**src/rtl/alu_mc.sv**
```systemverilog
// ----------------------------------------------------------------------------
// alu_mc -- multi-cycle ALU
//
// This block takes one request at a time. The request is captured on the edge
// where the FSM is idle and start is high.
//   * ADD, SUB, AND, OR, XOR, SHL and the reserved code finish on the
//     accepting edge. The FSM goes straight to DONE.
//   * MUL runs an unsigned shift-add over WIDTH iterations. It then spends
//     one more edge copying the product to result and entering DONE.
// result and err are registered. They hold their value until the next
// completion. The MUL accumulator is internal, so partial products are never
// visible on result.
//
// Ports
//   clk     in   1          rising-edge clock
//   rst     in   1          asynchronous, active-high reset
//   start   in   1          request, sampled only while busy=0
//   op      in   3          000 ADD, 001 SUB, 010 AND, 011 OR, 100 XOR,
//                           101 MUL, 110 SHL, 111 reserved
//   a       in   WIDTH      operand A (unsigned)
//   b       in   WIDTH      operand B (unsigned)
//   busy    out  1          high whenever the FSM is not IDLE
//   done    out  1          one-cycle completion pulse (state DONE)
//   result  out  2*WIDTH    registered result
//   err     out  1          high when the last completed op was reserved
// ----------------------------------------------------------------------------
module alu_mc #(
    parameter int WIDTH = 8
) (
    input  logic               clk,
    input  logic               rst,
    input  logic               start,
    input  logic [2:0]         op,
    input  logic [WIDTH-1:0]   a,
    input  logic [WIDTH-1:0]   b,
    output logic               busy,
    output logic               done,
    output logic [2*WIDTH-1:0] result,
    output logic               err
);

    localparam int RW = 2 * WIDTH;
    // Shift amount field width: b[clog2(WIDTH)-1:0].
    localparam int SW = $clog2(WIDTH);
    // The iteration counter must be able to hold WIDTH itself.
    localparam int CW = $clog2(WIDTH + 1);

    localparam logic [2:0] OP_ADD = 3'b000;
    localparam logic [2:0] OP_SUB = 3'b001;
    localparam logic [2:0] OP_AND = 3'b010;
    localparam logic [2:0] OP_OR  = 3'b011;
    localparam logic [2:0] OP_XOR = 3'b100;
    localparam logic [2:0] OP_MUL = 3'b101;
    localparam logic [2:0] OP_SHL = 3'b110;
    localparam logic [2:0] OP_RSV = 3'b111;

    typedef enum logic [1:0] {
        IDLE = 2'd0,
        MUL  = 2'd1,
        DONE = 2'd2
    } state_t;

    state_t          state;
    state_t          next_state;

    // Shift-add multiplier datapath.
    logic [RW-1:0]    mcand;    // multiplicand, shifted left each iteration
    logic [WIDTH-1:0] mplier;   // multiplier, shifted right each iteration
    logic [RW-1:0]    acc;      // running partial product
    logic [CW-1:0]    cnt;      // iterations completed so far

    // Single-cycle ALU result, computed from the live inputs.
    // It is only written to result on the accepting edge.
    logic [RW-1:0]    alu_res;
    logic             alu_err;

    logic             mul_last;

    assign busy     = (state != IDLE);
    assign done     = (state == DONE);
    // cnt reaching WIDTH means all iterations are finished. That edge
    // publishes the product.
    assign mul_last = (cnt == CW'(WIDTH));

    // ------------------------------------------------------------------------
    // State register
    // ------------------------------------------------------------------------
    // NOTE: sequential state is assigned with <= so every register samples
    // pre-edge values regardless of process ordering.
    always_ff @(posedge clk or posedge rst) begin
        if (rst) begin
            state <= IDLE;
        end else begin
            state <= next_state;
        end
    end

    // ------------------------------------------------------------------------
    // Next-state logic
    // ------------------------------------------------------------------------
    // NOTE: next_state gets a default before the case. This means no path
    // leaves it unassigned, so no latch is inferred.
    always_comb begin
        next_state = state;
        case (state)
            IDLE: begin
                if (start) begin
                    next_state = (op == OP_MUL) ? MUL : DONE;
                end
            end
            MUL: begin
                if (mul_last) begin
                    next_state = DONE;
                end
            end
            // DONE always returns to IDLE. start is not looked at here, so a
            // request held high is taken on the next IDLE edge, not queued.
            DONE:    next_state = IDLE;
            default: next_state = IDLE;
        endcase
    end

    // ------------------------------------------------------------------------
    // Single-cycle operations
    // ------------------------------------------------------------------------
    always_comb begin
        alu_res = '0;
        alu_err = 1'b0;
        case (op)
            OP_ADD: alu_res[WIDTH:0]   = {1'b0, a} + {1'b0, b};
            // A (WIDTH+1)-bit difference wraps mod 2^(WIDTH+1). Bit WIDTH then
            // acts as the borrow, set exactly when a < b.
            OP_SUB: alu_res[WIDTH:0]   = {1'b0, a} - {1'b0, b};
            OP_AND: alu_res[WIDTH-1:0] = a & b;
            OP_OR:  alu_res[WIDTH-1:0] = a | b;
            OP_XOR: alu_res[WIDTH-1:0] = a ^ b;
            OP_SHL: alu_res            = {{WIDTH{1'b0}}, a} << b[SW-1:0];
            OP_RSV: alu_err            = 1'b1;
            default: ;  // MUL goes through the iterative datapath
        endcase
    end

    // ------------------------------------------------------------------------
    // Datapath registers
    // ------------------------------------------------------------------------
    // NOTE: every datapath register is reset here, the multiplier state as well
    // as result/err. A MUL aborted by reset therefore leaves nothing behind,
    // and result reads 0 as soon as rst is asserted.
    always_ff @(posedge clk or posedge rst) begin
        if (rst) begin
            result <= '0;
            err    <= 1'b0;
            mcand  <= '0;
            mplier <= '0;
            acc    <= '0;
            cnt    <= '0;
        end else begin
            case (state)
                IDLE: begin
                    if (start) begin
                        if (op == OP_MUL) begin
                            // Operands are copied here. Later changes on a/b
                            // cannot disturb the running multiply.
                            mcand  <= {{WIDTH{1'b0}}, a};
                            mplier <= b;
                            acc    <= '0;
                            cnt    <= '0;
                        end else begin
                            result <= alu_res;
                            err    <= alu_err;
                        end
                    end
                end
                MUL: begin
                    if (!mul_last) begin
                        if (mplier[0]) begin
                            acc <= acc + mcand;
                        end
                        mcand  <= mcand << 1;
                        mplier <= mplier >> 1;
                        cnt    <= cnt + CW'(1);
                    end else begin
                        result <= acc;
                        err    <= 1'b0;
                    end
                end
                default: ;  // DONE: outputs hold
            endcase
        end
    end

endmodule

```
**config.mk**
```make
export PLATFORM = sky130hd
export DESIGN_NAME = alu_mc
export DESIGN_NICKNAME = d
export VERILOG_FILES = /design/src/rtl/alu_mc.sv
export SDC_FILE = /design/constraint.sdc
export NUM_CORES = 1
export LEC_CHECK = 0
export BUFFER_PORTS_ARGS = -buffer_cell sky130_fd_sc_hd__buf_2
export CELL_PAD_IN_SITES_DETAIL_PLACEMENT = 2
export CELL_PAD_IN_SITES_GLOBAL_PLACEMENT = 2
export CORE_MARGIN = 2
export CORE_UTILIZATION = 40
export CTS_CLUSTER_DIAMETER = 100
export DETAILED_ROUTE_END_ITERATION = 8
export GPL_ROUTABILITY_DRIVEN = 0
export MAX_ROUTING_LAYER = met4
export PLACE_DENSITY = 0.89
export SETUP_SLACK_MARGIN = 0.5
export SYNTH_ARGS = -nofsm -noshare
export SYNTH_HDL_FRONTEND = slang
export SYNTH_SLANG_ARGS = --single-unit
```
**constraint.sdc**
```tcl
create_clock -name clk -period 5.05 [get_ports clk]
set_input_delay 1.01 -clock clk [delete_from_list [all_inputs] [get_ports clk]]
set_output_delay 1.01 -clock clk [all_outputs]
set_load 0.005 [all_outputs]
```
==> flow_metrics.tcl <==
set metrics [dict create \
    drt_iter0_drc 315 \
    synth_top_area_cell "dfrtp_1" \
    hpwl_microns 13000 \
    die_w_microns 113 \
    fmax_ghz 0.293 \
    slowest_stage "a21o_1" \
    die_y_microns 113 \
    area_delta_synth_final_pct 12.5 \
    r2r_end "cnt[3]" \
    design.core.area_sq_mm 0.0115 \
    netlist_instances 564 \
    io_buffers 40 \
    maxSlewViolCount 0 \
    netlist-cell-type-count 55 \
    drt-total-wl_microns 18600 \
    post_cts_buffers 0 \
    skew_ps 9.38 \
    finalSetupViolations 0 \
    synth.avg_cell_area_sq_um 8.42 \
    startpoint_type "primary input" \
    cts_hold_buffers 0 \
    clkSinkCount 63 \
    cp_max_fo 23 \
    antenna_found_initial 0 \
    rows 39 \
    pwr_density_cell_mw_per_mm2 569 \
    fin_util_pct 46.4 \
    crit_buf_inv 3 \
    crit_chain "buf_2 > inv_1 > nand3_1 > nand3b_1 > a21o_1 > inv_1 > o2111ai_1 > a221oi_1 > a311oi_1" \
    critPathMostFrequentCell "inv_1" \
    hp-start "err" \
    hold_viol 0 \
    dieArea_sq_mm 0.0128 \
    yosysWarningCount 0 \
    max_stage_delay_ps 620 \
    cts_buffer_depth 2 \
    pre_cts_ws_ps 1400 \
    hold_end "err" \
    cts_resized 0 \
    maxCapViolCount 0 \
    required_ps 5280 \
    fin_crit_sh_pct 67.5 \
    ys_ff_latch 63 \
    cts_made_buffers 9 \
    peakVddDrop_v 0.000196 \
    syn_nets 633 \
    whs_path_depth 2 \
    detail_route.vias_per_cell 6.22 \
    fin_crit_ps 3410 \
    setup_slack_ps 1640 \
    clock_latency_ps 340 \
    worstReg2RegStart "cnt[0]" \
    worstSetupPathType "in -> reg" \
    rsz0062_at_grt "false" \
    p_leak_uw 0.00259 \
    grt_pass1_wl_microns 29900 \
    htreeDepth 3 \
    grt_pass1_vias 5093 \
    start_util_pct 41.2 \
    grt_usage_pct 31.2 \
    grt_max_degree 64 \
    drtAntennaViolNets 0 \
    power_uw 3040 \
    ys_seq_area_share_pct 33.2 \
    cts_root_buffer "clkbuf_16" \
    status "finished with violations" \
    synth_edf_count 0 \
    overflow 0 \
    violations "DRC" \
    async_reset_ff_share_pct 100 \
    clk_pin_slew_ps 60 \
    ff2ff_path_depth 11 \
    path_delay_family "compound AO/OA/AOI/OAI gates" \
    synth_area_leaders "dfrtp_1 33%, ha_1 12%, nand2_1 6.1%" \
    drive_gt1_share_pct 11.3 \
    arrival_ps 3640 \
    relSlewSlack_pct 27.9 \
    hold_path.class "reg -> reg" \
    nNetsFinal 659 \
    rrSetupSlack_ps 1780 \
    synth_top_area_share_pct 33.2 \
    drcViolationCount 1 \
    endpoint_kind "flip-flop" \
    syn_area_sq_mm 0.00475 \
    cts_tree "built" \
    fin_tns_setup_ps 0 \
    io_pins 41 \
    n_antenna_cell 0 \
    wire_per_inst_microns 25.2 \
    vias 4589 \
    ys.flop_type "dfrtp_1" \
    worstMarginPinSlew_ps 1070 \
    drt_first_pass_iters 8 \
]
state kept, by name, indices dropped and copies added, names as in the netlist:
| name | flops |
|---|---|
| acc | 16 |
| mcand | 16 |
| result | 16 |
| mplier | 8 |
| cnt | 4 |
| state | 2 |
| err | 1 |
worst min-delay path: stages, from the launching register on:
cell	delay [ps]
dfrtp_1	350
nand2_1	60
o21ai_0	70
cell type report:
cell class,count,area [sq um]
Timing Repair Buffer,46,245
Inverter,30,113
Tap cell,143,179
Sequential cell,63,1580
Clock buffer,12,236
Clock inverter,4,70.1
Fill cell,1271,6170
Multi-Input combinational cell,440,2920
cells in the mapped netlist, drive strengths merged (5+ instances only):
| cell type | n |
|---|---|
| nand2 | 77 |
| dfrtp | 63 |
| nor2 | 55 |
| ha | 44 |
| a21oi | 36 |
| o21ai | 33 |
| inv | 29 |
| a22o | 25 |
| a31oi | 22 |
| buf | 16 |
| clkbuf | 15 |
| nor3 | 11 |
| xor2 | 11 |
| nand3 | 10 |
| o211ai | 10 |
| xnor2 | 10 |
| a21o | 8 |
| mux2i | 8 |
| nor2b | 6 |
| o31ai | 6 |
| a221oi | 5 |
| nand2b | 5 |
| nand3b | 5 |
metal layers:
layer,part of all wire [%],wire length [microns],track usage [%],vias to the layer above
li1,-,-,-,2070
met1,42,7880,38.3,2369
met2,51,9490,53.4,112
met3,3.6,675,4.39,38
met4,2.9,539,9.67,0
met5,0,0,-,-
where the power goes:
group,leakage [uW],total (uW),switching [uW],internal [uW]
Combinational,0.00164,1440,903,536
Sequential,0.000801,927,217,710
Clock,0.000151,676,245,432
Total,0.00259,3040,1360,1680
worst max-delay path by stage:
stage | start | end | slack, ps | cells after the start
floorplan | b[1] | result[5] | 2140 | 10
global placement | op[0] | result[5] | 1610 | 8
detailed placement | op[0] | result[5] | 1400 | 8
CTS | op[0] | result[5] | 1710 | 8
global route | op[1] | cnt[3] | 1450 | 10
finish | op[1] | result[5] | 1640 | 9
stage by stage:
step	std cells	hold slack, ps	area, sq um
after floorplan	564	473	4750
after global placement	722	459	5040
after detailed placement	722	477	5040
after CTS	738	517	5340
after global routing	738	565	5340
final	738	515	5340
cell families after synthesis:
logic type / count (synthesis) / synth area share [%]
simple gates: 184 / 17.0
mux: 9 / 1.92
compound gates: 179 / 25.9
buf+inv: 61 / 5.24
fa+ha+maj: 47 / 12.9
flops: 63 / 33.2
xor+xnor: 21 / 3.87
layout by cell type (no fill, tap or decap), types with 5 or more instances in the layout:
cell type / instances
a21o_1: 8
a21oi_1: 36
a22o_1: 25
a31oi_1: 22
buf_2: 40
buf_4: 6
clkbuf_16: 9
dfrtp_1: 63
ha_1: 44
inv_1: 27
mux2i_1: 8
nand2_1: 77
nand2b_1: 5
nand3_1: 10
nand3b_1: 5
nor2_1: 54
nor2b_1: 6
nor3_1: 11
o211ai_1: 10
o21ai_0: 29
o31ai_1: 6
xnor2_1: 10
xor2_1: 11
Note: power is estimated with default switching activity, not from simulation.
